===== src/rtl/vga_timing_pkg.sv =====
`default_nettype none
// ----------------------------------------------------------------------------
// vga_timing_pkg : shared VGA 640x480@60 timing defaults and axis phase type
// Revision 1.0
// ----------------------------------------------------------------------------
package vga_timing_pkg;

  localparam int CNT_W = 10;
  localparam int COL_W = 10;

  localparam int H_ACTIVE_DEF = 640;
  localparam int H_FP_DEF     = 16;
  localparam int H_SYNC_DEF   = 96;
  localparam int H_BP_DEF     = 48;
  localparam int H_TOTAL      = H_ACTIVE_DEF + H_FP_DEF + H_SYNC_DEF + H_BP_DEF;

  localparam int V_ACTIVE_DEF = 480;
  localparam int V_FP_DEF     = 10;
  localparam int V_SYNC_DEF   = 2;
  localparam int V_BP_DEF     = 33;
  localparam int V_TOTAL      = V_ACTIVE_DEF + V_FP_DEF + V_SYNC_DEF + V_BP_DEF;

  localparam int PIX_LAT_DEF  = 1;
  localparam int PIX_LAT_MAX  = 4;

  typedef logic [CNT_W-1:0] cnt_t;
  typedef logic [COL_W-1:0] col_t;

  typedef enum logic [3:0] {
    PH_ACTIVE = 4'b0001,
    PH_FP     = 4'b0010,
    PH_SYNC   = 4'b0100,
    PH_BP     = 4'b1000
  } phase_e;

  // Phase advances on the last count of the current region, so the phase
  // always describes the region the counter currently sits in.
  function automatic phase_e phase_next(
    input phase_e cur,
    input cnt_t   cnt,
    input cnt_t   last_active,
    input cnt_t   last_fp,
    input cnt_t   last_sync,
    input cnt_t   last_total
  );
    phase_e nxt;
    nxt = cur;
    case (cur)
      PH_ACTIVE: if (cnt == last_active) nxt = PH_FP;
      PH_FP:     if (cnt == last_fp)     nxt = PH_SYNC;
      PH_SYNC:   if (cnt == last_sync)   nxt = PH_BP;
      PH_BP:     if (cnt == last_total)  nxt = PH_ACTIVE;
      default:                           nxt = PH_ACTIVE;
    endcase
    return nxt;
  endfunction

endpackage
`default_nettype wire


===== src/rtl/vga_sync_delay.sv =====
`default_nettype none
// ----------------------------------------------------------------------------
// vga_sync_delay : DEPTH-stage shift register for sync/active side-band flags
// Revision 1.0
// ----------------------------------------------------------------------------
module vga_sync_delay #(
  parameter int               DEPTH   = 1,
  parameter int               WIDTH   = 1,
  parameter logic [WIDTH-1:0] RST_VAL = '0
) (
  input  logic             clk_i,
  input  logic             rst_ni,
  input  logic [WIDTH-1:0] d_i,
  output logic [WIDTH-1:0] q_o
);

  logic [WIDTH-1:0] pipe_q [DEPTH];

  always_ff @(posedge clk_i or negedge rst_ni) begin
    if (!rst_ni) begin
      for (int i = 0; i < DEPTH; i++) begin
        pipe_q[i] <= RST_VAL;
      end
    end else begin
      pipe_q[0] <= d_i;
      for (int i = 1; i < DEPTH; i++) begin
        pipe_q[i] <= pipe_q[i-1];
      end
    end
  end

  assign q_o = pipe_q[DEPTH-1];

endmodule
`default_nettype wire


===== src/rtl/vga_timing_ctrl.sv =====
`default_nettype none
// ----------------------------------------------------------------------------
// vga_timing_ctrl : VGA raster timing, pixel request and latency-matched DAC out
// Revision 1.0
// ----------------------------------------------------------------------------
module vga_timing_ctrl
  import vga_timing_pkg::*;
#(
  parameter int H_ACTIVE = H_ACTIVE_DEF,
  parameter int H_FP     = H_FP_DEF,
  parameter int H_SYNC   = H_SYNC_DEF,
  parameter int H_BP     = H_BP_DEF,
  parameter int V_ACTIVE = V_ACTIVE_DEF,
  parameter int V_FP     = V_FP_DEF,
  parameter int V_SYNC   = V_SYNC_DEF,
  parameter int V_BP     = V_BP_DEF,
  parameter int PIX_LAT  = PIX_LAT_DEF
) (
  input  logic       iVGA_CLK,
  input  logic       iRST_n,
  input  logic [9:0] iRed,
  input  logic [9:0] iGreen,
  input  logic [9:0] iBlue,
  output logic [9:0] oVGA_X,
  output logic [9:0] oVGA_Y,
  output logic [9:0] oVGA_R,
  output logic [9:0] oVGA_G,
  output logic [9:0] oVGA_B,
  output logic       oVGA_HS,
  output logic       oVGA_VS,
  output logic       oVGA_BLANK_n,
  output logic       oFRAME_START
);

  localparam int H_LEN = H_ACTIVE + H_FP + H_SYNC + H_BP;
  localparam int V_LEN = V_ACTIVE + V_FP + V_SYNC + V_BP;

  localparam cnt_t H_LAST_ACT  = cnt_t'(H_ACTIVE - 1);
  localparam cnt_t H_LAST_FP   = cnt_t'(H_ACTIVE + H_FP - 1);
  localparam cnt_t H_LAST_SYNC = cnt_t'(H_ACTIVE + H_FP + H_SYNC - 1);
  localparam cnt_t H_LAST      = cnt_t'(H_LEN - 1);

  localparam cnt_t V_LAST_ACT  = cnt_t'(V_ACTIVE - 1);
  localparam cnt_t V_LAST_FP   = cnt_t'(V_ACTIVE + V_FP - 1);
  localparam cnt_t V_LAST_SYNC = cnt_t'(V_ACTIVE + V_FP + V_SYNC - 1);
  localparam cnt_t V_LAST      = cnt_t'(V_LEN - 1);

  localparam int         DLY_DEPTH = PIX_LAT + 1;
  localparam int         DLY_W     = 3;
  // Flag order {hs_n, vs_n, active}: idle is sync released, picture blanked.
  localparam logic [2:0] DLY_IDLE  = 3'b110;

  cnt_t   h_cnt_q, h_cnt_d;
  cnt_t   v_cnt_q, v_cnt_d;
  logic   h_wrap, v_wrap;
  phase_e h_phase_q, h_phase_d;
  phase_e v_phase_q, v_phase_d;

  logic   active_raw, hs_n_raw, vs_n_raw;
  cnt_t   x_q, x_d;
  cnt_t   y_q, y_d;
  logic   fs_q, fs_d;

  logic [DLY_W-1:0] dly_in, dly_out;
  logic   dly_hs_n, dly_vs_n, dly_active;

  col_t   r_q, r_d;
  col_t   g_q, g_d;
  col_t   b_q, b_d;
  logic   hs_q, vs_q, blank_n_q;

  always_comb begin
    h_wrap  = (h_cnt_q == H_LAST);
    v_wrap  = (v_cnt_q == V_LAST);
    h_cnt_d = h_wrap ? '0 : h_cnt_q + cnt_t'(1);
    v_cnt_d = v_cnt_q;
    if (h_wrap) begin
      v_cnt_d = v_wrap ? '0 : v_cnt_q + cnt_t'(1);
    end
  end

  always_ff @(posedge iVGA_CLK or negedge iRST_n) begin
    if (!iRST_n) begin
      h_cnt_q <= '0;
      v_cnt_q <= '0;
    end else begin
      h_cnt_q <= h_cnt_d;
      v_cnt_q <= v_cnt_d;
    end
  end

  always_ff @(posedge iVGA_CLK or negedge iRST_n) begin
    if (!iRST_n) begin
      h_phase_q <= PH_ACTIVE;
      v_phase_q <= PH_ACTIVE;
    end else begin
      h_phase_q <= h_phase_d;
      v_phase_q <= v_phase_d;
    end
  end

  // The vertical phase only moves on the last clock of a line.
  always_comb begin
    h_phase_d = phase_next(h_phase_q, h_cnt_q, H_LAST_ACT, H_LAST_FP,
                           H_LAST_SYNC, H_LAST);
    v_phase_d = v_phase_q;
    if (h_wrap) begin
      v_phase_d = phase_next(v_phase_q, v_cnt_q, V_LAST_ACT, V_LAST_FP,
                             V_LAST_SYNC, V_LAST);
    end
  end

  always_comb begin
    active_raw = (h_phase_q == PH_ACTIVE) && (v_phase_q == PH_ACTIVE);
    hs_n_raw   = (h_phase_q != PH_SYNC);
    vs_n_raw   = (v_phase_q != PH_SYNC);
    x_d        = active_raw ? h_cnt_q : '0;
    y_d        = active_raw ? v_cnt_q : '0;
    fs_d       = (h_cnt_q == '0) && (v_cnt_q == '0);
  end

  always_ff @(posedge iVGA_CLK or negedge iRST_n) begin
    if (!iRST_n) begin
      x_q  <= '0;
      y_q  <= '0;
      fs_q <= 1'b0;
    end else begin
      x_q  <= x_d;
      y_q  <= y_d;
      fs_q <= fs_d;
    end
  end

  assign dly_in = {hs_n_raw, vs_n_raw, active_raw};

  // Output of the last stage lines up with the cycle in which the pattern
  // generator's colour for the same pixel is valid on iRed/iGreen/iBlue.
  vga_sync_delay #(
    .DEPTH   (DLY_DEPTH),
    .WIDTH   (DLY_W),
    .RST_VAL (DLY_IDLE)
  ) u_sync_delay (
    .clk_i  (iVGA_CLK),
    .rst_ni (iRST_n),
    .d_i    (dly_in),
    .q_o    (dly_out)
  );

  assign {dly_hs_n, dly_vs_n, dly_active} = dly_out;

  always_comb begin
    r_d = dly_active ? iRed   : '0;
    g_d = dly_active ? iGreen : '0;
    b_d = dly_active ? iBlue  : '0;
  end

  always_ff @(posedge iVGA_CLK or negedge iRST_n) begin
    if (!iRST_n) begin
      r_q       <= '0;
      g_q       <= '0;
      b_q       <= '0;
      hs_q      <= 1'b1;
      vs_q      <= 1'b1;
      blank_n_q <= 1'b0;
    end else begin
      r_q       <= r_d;
      g_q       <= g_d;
      b_q       <= b_d;
      hs_q      <= dly_hs_n;
      vs_q      <= dly_vs_n;
      blank_n_q <= dly_active;
    end
  end

  assign oVGA_X       = x_q;
  assign oVGA_Y       = y_q;
  assign oFRAME_START = fs_q;
  assign oVGA_R       = r_q;
  assign oVGA_G       = g_q;
  assign oVGA_B       = b_q;
  assign oVGA_HS      = hs_q;
  assign oVGA_VS      = vs_q;
  assign oVGA_BLANK_n = blank_n_q;

endmodule
`default_nettype wire


===== config.mk =====
export PLATFORM = sky130hd
export DESIGN_NAME = vga_timing_ctrl
export DESIGN_NICKNAME = d
export VERILOG_FILES = /design/src/rtl/vga_timing_pkg.sv /design/src/rtl/vga_sync_delay.sv /design/src/rtl/vga_timing_ctrl.sv
export SDC_FILE = /design/constraint.sdc
export NUM_CORES = 1
export LEC_CHECK = 0
export BUFFER_PORTS_ARGS = -buffer_cell sky130_fd_sc_hd__buf_4
export CELL_PAD_IN_SITES_DETAIL_PLACEMENT = 2
export CELL_PAD_IN_SITES_GLOBAL_PLACEMENT = 2
export CORE_UTILIZATION = 37
export CTS_CLUSTER_DIAMETER = 60
export DETAILED_ROUTE_END_ITERATION = 10
export PLACE_DENSITY = 0.86
export RECOVER_POWER = 50
export SYNTH_ARGS = -nofsm -noshare
export SYNTH_HDL_FRONTEND = slang
export SYNTH_SLANG_ARGS = --single-unit

===== constraint.sdc =====
create_clock -name iVGA_CLK -period 4.86 [get_ports iVGA_CLK]
set_input_delay 0.243 -clock iVGA_CLK [delete_from_list [all_inputs] [get_ports iVGA_CLK]]
set_output_delay 0.243 -clock iVGA_CLK [all_outputs]
set_load 0.05 [all_outputs]

Word-level counts from Yosys, hierarchy flattened
Cells that the tools add are included.
Widths: inputs -> output; s select.
{"block": "op_classes", "addsub": 2, "n_mul": 0, "div_mod_pow": 0, "n_lt_le_gt_ge": 0, "eq_ne": 26, "shifts": 0, "muxes": 17, "bitwise_logic": 0, "n_reduce_logical": 6}
{"operator": "$mux 10", "count": 7}
{"operator": "$eq 10x10->1 const B", "count": 5}
{"operator": "$mux 4", "count": 8}
{"operator": "$pmux 4 s4", "count": 2}
{"operator": "$eq 10x9->1 const B", "count": 3}
{"operator": "$add 10x1->10 const B", "count": 2}
{"operator": "$logic_not 10->1", "count": 2}
{"operator": "$ne 2x2->1 const B", "count": 8}
{"operator": "$eq 4x1->1 const B", "count": 2}
{"operator": "$eq 4x2->1 const B", "count": 2}
{"operator": "$eq 4x3->1 const B", "count": 2}
{"operator": "$eq 4x4->1 const B", "count": 2}
{"operator": "$ne 4x3->1 const B", "count": 2}
{"operator": "$reduce_and 5->1", "count": 1}
{"operator": "$reduce_and 4->1", "count": 1}
{"operator": "$logic_and 1x1->1", "count": 2}
{"block": "totals", "register_bits": 88, "latchBits": 0, "ramBits": 0, "mem_bits_ro": 0, "input_bits": 32, "out_inout_bits": 54, "wordCells": 66, "n_memories": 0}

Depth between registers and ports, before layout
Gate-level depths: netlist (run 1).
{"block": "logic_depth", "ltp_word": 3, "ltp_mapped": 8}

Hierarchy
Synthesis (run 1) repeated with hierarchy kept, for this count alone.
{"block": "unflattened", "cells_unflattened": 286, "area_unflattened_um2": 3487.1}
{"module": "vga_timing_ctrl", "n_inst": 1, "cells_per_inst": 277, "area_per_inst_um2": 3309.4, "seq_area_each_um2": 2057.0}
{"module": "vga_sync_delay", "n_inst": 1, "cells_per_inst": 9, "area_per_inst_um2": 177.7, "seq_area_each_um2": 155.1}

Worst setup path after synthesis (run 1)
OpenSTA, ideal clock, no wires.
{"block": "synth_path", "kind": "register -> register", "startpoint": "reg v_cnt_q[0]", "endpoint": "reg v_phase_q[2]", "setup_time_ns": 0.125, "t_arrival_ns": 2.187, "t_required_ns": 4.735, "slack_ns": 2.548, "path_stages_with_launch": 8, "path_buffers": 0, "period_less_slack_ns": 2.312, "cell_sequence": "dfrtp_1 -> inv_1 -> ha_1 -> or4b_4 -> nor4_2 -> nor4_1 -> a2111oi_4 -> mux2_4"}
{"block": "synth_between", "elab_chain_len": 3}
{"element": "from (decl)", "line_no": "vga_timing_ctrl.sv:54", "rtl": "cnt_t v_cnt_q, v_cnt_d;"}
{"element": "from (signal assigned)", "line_no": "vga_timing_ctrl.sv:88", "rtl": "v_cnt_q <= v_cnt_d;"}
{"element": "$eq 10x9->1, or another cell as far along", "line_no": "vga_timing_pkg.sv:51", "rtl": "PH_SYNC: if (cnt == last_sync) nxt = PH_BP;"}
{"element": "$ne 2x2->1 (no source line)"}
{"element": "$reduce_and 5->1 (no source line) *"}
{"element": "to (signal assigned)", "line_no": "vga_timing_ctrl.sv:98", "rtl": "v_phase_q <= v_phase_d;"}
{"element": "to (decl)", "line_no": "vga_timing_ctrl.sv:57", "rtl": "phase_e v_phase_q, v_phase_d;"}
Mark *: on every way between the ends. The rest lies on a longest branch, timed or not.
A chain may end at the register's enable or synchronous reset.

Final worst setup path (run 1)
{"block": "layout_path", "startpoint": "reg v_cnt_q[1]", "endpoint": "reg v_phase_q[2]"}
Same word-level chain as after synthesis.

==> results of run 1 <==
[flip-flops by register name (all words and copies together) (netlist names), 10 cells and up]
signal,count
h_cnt_q,10
oVGA_B,10
oVGA_G,10
oVGA_R,10
oVGA_X,10
oVGA_Y,10
v_cnt_q,10
[layer usage]
metal  up-vias  wire, um  global-route usage
met5         -         0                   0
met4         0       138              0.0826
met3        11       568              0.0520
met2        83      4540               0.337
met1      1226      4130               0.248
li1       1122         -                   -
[per-stage QoR]
stage	power [uW]	utilization	area [um2]	setup WS [ns]	cells
5_1_grt	1320	0.468	4310	2.08	482
6_report	1270	0.468	4310	2.22	482
3_3_place_gp	779	0.455	4180	2.37	467
3_5_place_dp	780	0.455	4180	2.27	467
4_1_cts	1290	0.475	4370	2.20	482
2_1_floorplan	746	-	3500	2.55	288
[power by group]
| part | switching (uW) | leakage [uW] | internal (uW) |
|---|---|---|---|
| registers | 0 | 0.00119 | 732 |
| clock network | 268 | 0.0000921 | 238 |
| logic | 17.4 | 0.000787 | 15.1 |
| total | 285 | 0.00207 | 985 |
[cell families after synthesis]
family,count (synthesis),share of synthesized area
AND/OR/NAND/NOR,130,0.217
buffers and inverters,24,0.0354
adder cells (fa/ha/maj),5,0.0179
XOR/XNOR,12,0.0300
flip-flops,88,0.632
AO/OA/AOI/OAI,25,0.0532
multiplexers,4,0.0143
[cell type report]
type / instances / area share
Inverter: 7 / 0.00610
Clock inverter: 6 / 0.0157
Multi-Input combinational cell: 176 / 0.271
Tap cell: 111 / 0.0323
Clock buffer: 9 / 0.0288
Sequential cell: 88 / 0.514
Timing Repair Buffer: 85 / 0.133
[final timing paths]
| kind | depth (start not counted) | endpoint | slack, ns |
|---|---|---|---|
| worst min-delay path | 2 | oVGA_G[7] | 0.1 |
| min in group asynchronous | 1 | oVGA_B[6] | 0.52 |
| worst min register to register | 0 | u_sync_delay.q_o[1] | 0.36 |
| max in group asynchronous | 1 | v_cnt_q[2] | 3.07 |
| worst max register to register | 7 | v_phase_q[2] | 2.22 |
| worst max-delay path | 7 | v_phase_q[2] | 2.22 |
[placed cells by master (no fill, tap or decap), types with 9 or more instances in the layout]
master	instances
sky130_fd_sc_hd__nand3_1	17
sky130_fd_sc_hd__and2_1	46
sky130_fd_sc_hd__nor3_1	10
sky130_fd_sc_hd__o21ai_0	11
sky130_fd_sc_hd__buf_4	67
sky130_fd_sc_hd__clkbuf_8	9
sky130_fd_sc_hd__nor2_1	14
sky130_fd_sc_hd__dfrtp_1	80
sky130_fd_sc_hd__nand2_1	14
sky130_fd_sc_hd__clkbuf_1	17
==> flow_metrics.py, run 1 <==
metrics = {
    "worst_setup_path": {
        "start_kind": "flop",
        "worst_path_maximum_fanout": 5,
        "end_kind": "flop",
        "cpPeakStageDelay_ns": 0.46,
        "path_class": "flop to flop",
        "worst_ep_required_time_ns": 5.10,
        "reg2reg_from": "v_cnt_q[1]",
        "arrival_ns": 2.88,
        "slowest_stage": "sky130_fd_sc_hd__or4b_4",
        "worstPathBufferInverterCount": 1,
        "crit_chain": "inv_1 > ha_1 > or4b_4 > nor4_2 > nor4_1 > a2111oi_4 > mux2_4",
        "cp_top_family": "simple AND/OR/NAND/NOR gates",
        "crit_path_start": "v_cnt_q[1]",
    },
    "power": {
        "cellLeakagePower_uw": 0.00207,
        "power.density_cell_area_nw_per_um2": 295,
        "worst_ir_drop_vdd_mv": 0.139,
    },
    "routing": {
        "routed-via-count": 2442,
        "drt_first_pass_iters": 4,
        "totalWireLength_um": 9380,
        "ant_nets": 0,
        "drt_iter0_drc": 133,
        "wire_per_inst_um": 19.5,
        "viasPerCell": 5.07,
        "detail_route.drc_violations": 0,
    },
    "die": {
        "floorplan.io_pins": 86,
        "floorplan.die.width_um": 99.3,
        "start_util": 0.381,
        "die_area_um2": 9850,
        "core.rowCount": 35,
        "die_y_um": 99.3,
        "coreArea_um2": 9200,
    },
    "global_routing": {
        "grtUsageTotal": 0.201,
        "grt_first_pass_wirelength_um": 14900,
        "antenna_found_initial": 0,
        "pin_count_of_the_biggest_net_entering_global_routing": 89,
        "grt.overflow.total": 0,
        "number_of_global_route_vias_before_repair": 2689,
    },
    "synth": {
        "post-synth-top-area-cell": "sky130_fd_sc_hd__dfrtp_1",
        "list_of_most_frequent_post_synthesis_cells": "sky130_fd_sc_hd__dfrtp_1, sky130_fd_sc_hd__and2_1, sky130_fd_sc_hd__nand3_1",
        "asyncSetResetFlopFracSynth": 1.00,
        "ys_warn_count": 0,
        "synthesis.instances": 288,
        "netlist-cell-type-count": 44,
        "yosys_most_used_dff": "sky130_fd_sc_hd__dfrtp_1",
        "synth.cell_area_um2": 3500,
        "ys_seq_elements": 88,
        "synth_fp_nets": 325,
        "yosysTopAreaCellShare": 0.572,
        "most_repeated_cell_in_the_gate_level_netlist_after_synthesis": "sky130_fd_sc_hd__dfrtp_1",
        "synth_edf_count": 0,
        "largest_cells_by_area_after_synthesis": "sky130_fd_sc_hd__dfrtp_1, sky130_fd_sc_hd__and2_1, sky130_fd_sc_hd__dfstp_2",
        "syn_area_per_cell_um2": 12.2,
        "synth_seq_area_share": 0.632,
    },
    "finish": {
        "area_grow_syn2layout_pct": 23.0,
        "sequential_cell_area_um2": 2210,
        "filler_cell_count": 953,
        "n_antenna_cell": 0,
        "nets": 404,
        "final_layout_size_suffix_gt1_frac": 0.283,
        "multi_input_comb_area_um2": 1160,
    },
    "clocking": {
        "htree_num_levels": 3,
        "clk_pin_slew_ns": 0.09,
        "tritoncts_num_sinks": 88,
        "postCtsHoldBufs": 0,
        "clock_tree_from_tritoncts": "done",
        "clock_tree_root_buffer_cell": "sky130_fd_sc_hd__clkbuf_8",
        "clock_insertion_delay_worst_skew_ns": 0.36,
        "numCtsBuffers": 9,
        "cts_buffer_depth": 2,
        "cts_post_setup_buffers_inserted": 0,
        "cts_resized": 0,
    },
    "timing": {
        "setup_repair_after_global_routing_missed_its_margin": "false",
        "hold_viol_final": 0,
        "setup_violations": 0,
        "timing.final.crit_share": 0.544,
        "final_max_slew_viol_count": 89,
        "post_route_setup_tns_ns": 0,
        "fin_skew_ns": 0.0101,
        "worst_pin_slew_ns": 2.18,
        "timing.hold.ws_ns": 0.0977,
        "timing.slew.headroom": -0.452,
        "period_needed_ns": 2.64,
        "fmax_mhz": 378,
    },
    "outcome": {
        "failed_checks": "capacitance limit, slew limit",
        "run_status": "complete, but fails checks",
    },
    "hold_path": {
        "hold_start": "iGreen[7]",
        "hold_path.class": "input port to flop",
    },
    "placed_design": {
        "io_buffers": 85,
        "gpl.final_weighted_congestion": 0.847,
        "hpwl_um": 6590,
    },
    "run": {
        "timing.max_cap.violations": 1,
    },
}
(Power assumes the default switching activity.)
==> inputs of run 2 (changes only) <==
--- a/config.mk
+++ b/config.mk
@@ -8,10 +8,10 @@
 export BUFFER_PORTS_ARGS = -buffer_cell sky130_fd_sc_hd__buf_4
 export CELL_PAD_IN_SITES_DETAIL_PLACEMENT = 2
 export CELL_PAD_IN_SITES_GLOBAL_PLACEMENT = 2
-export CORE_UTILIZATION = 37
+export CORE_UTILIZATION = 34
 export CTS_CLUSTER_DIAMETER = 60
 export DETAILED_ROUTE_END_ITERATION = 10
-export PLACE_DENSITY = 0.86
+export PLACE_DENSITY = 0.8
 export RECOVER_POWER = 50
 export SYNTH_ARGS = -nofsm -noshare
 export SYNTH_HDL_FRONTEND = slang
==> constraint.sdc (replaced) <==
create_clock -name iVGA_CLK -period 2.57 [get_ports iVGA_CLK]
set_input_delay 0.1285 -clock iVGA_CLK [delete_from_list [all_inputs] [get_ports iVGA_CLK]]
set_output_delay 0.1285 -clock iVGA_CLK [all_outputs]
set_load 0.05 [all_outputs]
==> run 2 against run 1 <==
Compared with the run above:
- the run now ends clean
- power is 96% higher
- routed wire length is 45% higher
- first-iteration DRC count is 36% lower
- sequential share of layout area is 3.5 points lower
- sequential power is 89% higher
- critical endpoint unchanged
==> flow_metrics.py, run 2 (synthesis results as in run 1) <==
metrics = {
    "global_routing": {
        "grt.overflow.total": 0,
        "grt_first_pass_wirelength_um": 20000,
        "number_of_global_route_vias_before_repair": 3129,
        "pin_count_of_the_biggest_net_entering_global_routing": 58,
        "antenna_found_initial": 0,
        "grtUsageTotal": 0.266,
    },
    "die": {
        "die_area_um2": 10700,
        "core.rowCount": 36,
        "floorplan.io_pins": 86,
        "start_util": 0.355,
        "floorplan.die.width_um": 103,
        "coreArea_um2": 9860,
        "die_y_um": 103,
    },
    "power": {
        "power.density_cell_area_nw_per_um2": 540,
        "cellLeakagePower_uw": 0.00214,
        "worst_ir_drop_vdd_mv": 0.212,
    },
    "clocking": {
        "numCtsBuffers": 9,
        "htree_num_levels": 3,
        "clock_tree_root_buffer_cell": "sky130_fd_sc_hd__clkbuf_8",
        "cts_buffer_depth": 2,
        "clock_tree_from_tritoncts": "done",
        "clock_insertion_delay_worst_skew_ns": 0.37,
        "clk_pin_slew_ns": 0.09,
        "tritoncts_num_sinks": 88,
    },
    "timing": {
        "worst_pin_slew_ns": 1.46,
        "setup_repair_after_global_routing_missed_its_margin": "false",
        "post_route_setup_tns_ns": 0,
        "timing.final.crit_share": 0.963,
        "period_needed_ns": 2.48,
        "fmax_mhz": 404,
        "timing.slew.headroom": 0.0250,
        "final_max_slew_viol_count": 0,
        "setup_violations": 0,
        "fin_skew_ns": 0.0142,
        "hold_viol_final": 0,
    },
    "worst_setup_path": {
        "cp_top_family": "simple AND/OR/NAND/NOR gates",
        "worst_ep_required_time_ns": 2.84,
        "worstPathBufferInverterCount": 2,
        "worst-path-stages": 8,
        "ff2ff_path_depth": 8,
        "path_class": "flop to flop",
        "crit_chain": "inv_2 > ha_1 > or4b_4 > nor4_4 > nor4_1 > a2111oi_4 > buf_4 > mux2_4",
        "cpPeakStageDelay_ns": 0.49,
        "worst_path_maximum_fanout": 5,
        "arrival_ns": 2.74,
        "start_kind": "flop",
        "end_kind": "flop",
        "slowest_stage": "sky130_fd_sc_hd__or4b_4",
    },
    "routing": {
        "drt_iter0_drc": 85,
        "drt_first_pass_iters": 4,
        "totalWireLength_um": 13600,
        "routed-via-count": 2759,
        "viasPerCell": 5.04,
        "wire_per_inst_um": 24.8,
        "detail_route.drc_violations": 0,
        "ant_nets": 0,
    },
    "run": {
        "timing.max_cap.violations": 0,
    },
    "placed_design": {
        "gpl.final_weighted_congestion": 0.811,
        "io_buffers": 85,
        "place_area_um2": 4330,
        "hpwl_um": 7230,
    },
    "finish": {
        "area_grow_syn2layout_pct": 32.0,
        "most_common_library_cell_in_the_layout_ignoring_fill_and_taps": "sky130_fd_sc_hd__dfrtp_1",
        "layout.cells.most_common_list": "sky130_fd_sc_hd__dfrtp_1, sky130_fd_sc_hd__buf_4, sky130_fd_sc_hd__clkbuf_1, sky130_fd_sc_hd__and2_1, sky130_fd_sc_hd__dlygate4sd3_1",
        "fin_area_um2": 4620,
        "nets": 446,
        "final_layout_size_suffix_gt1_frac": 0.227,
        "n_antenna_cell": 0,
    },
    "hold_path": {
        "hold_path.class": "input port to flop",
        "holdPathStages": 2,
    },
    "outcome": {
        "run_status": "finished clean",
    },
}
-- run 2: cell count changes in the layout (fill, tap and decap cells not counted), sizes merged --
cell / before / now
clkbuf: 27 / 59
inv: 9 / 7
buf: 67 / 55
clkinvlp: 2 / 1
dlygate4sd3: 0 / 26
-- run 2: power by group --
part	internal [uW]	switching (uW)	total [uW]
Sequential	1380	0	1380
Combinational	55.3	46.2	101
Clock	477	531	1010
Total	1920	577	2490
-- run 2: metrics by stage --
| stage | setup WS (ns) | instances | hold WS, ns | total power, uW | util |
|---|---|---|---|---|---|
| 6_report | 0.0949 | 547 | 0.0201 | 2490 | 0.468 |
| 5_1_grt | 0.0261 | 547 | 0.00851 | 2580 | 0.468 |
| 4_1_cts | 0.0420 | 544 | 0.00273 | 2470 | 0.483 |
| 3_5_place_dp | 0.167 | 503 | 0.251 | 1480 | 0.438 |
| 3_3_place_gp | 0.297 | 503 | 0.238 | 1480 | 0.438 |
| 2_1_floorplan | 0.258 | 288 | -0.167 | 1410 | - |
-- run 2: final timing paths --
| kind | slack, ns | to | start |
|---|---|---|---|
| max reg2reg | 0.09 | v_phase_q[2] | v_cnt_q[1] |
| min | 0.02 | oVGA_G[6] | iGreen[6] |
| max | 0.09 | v_phase_q[2] | v_cnt_q[1] |
| min in group asynchronous | 0.67 | oVGA_B[1] | iRST_n |
| max in group asynchronous | 0.39 | h_cnt_q[9] | iRST_n |
| min reg2reg | 0.36 | u_sync_delay.q_o[2] | u_sync_delay.pipe_q[5] |
-- run 2: what timing repair did --
item | in CTS | in global routing
hold buffers | 25 | 1
endpoints found under the setup margin | 0 | 4
setup buffers | 0 | 2
gates resized for setup | 0 | 3
hold endpoints to repair | 76 | 1
-- run 2: cell type report --
cell class	count	area, um2
fill	1027	5250
sequential	88	2210
multi-input combinational	176	1170
timing repair buffer	127	848
tap	133	166
clock buffer	13	149
clock inverter	3	42.5
inverter	7	26.3
-- run 2: layer usage --
layer | routed length [um] | GRT usage | vias up | part of all wire
met3 | 969 | 0.0726 | 36 | 0.071
met5 | 0 | 0 | - | 0
li1 | - | - | 1207 | -
met1 | 5580 | 0.317 | 1389 | 0.41
met4 | 466 | 0.125 | 0 | 0.034
met2 | 6550 | 0.449 | 127 | 0.48
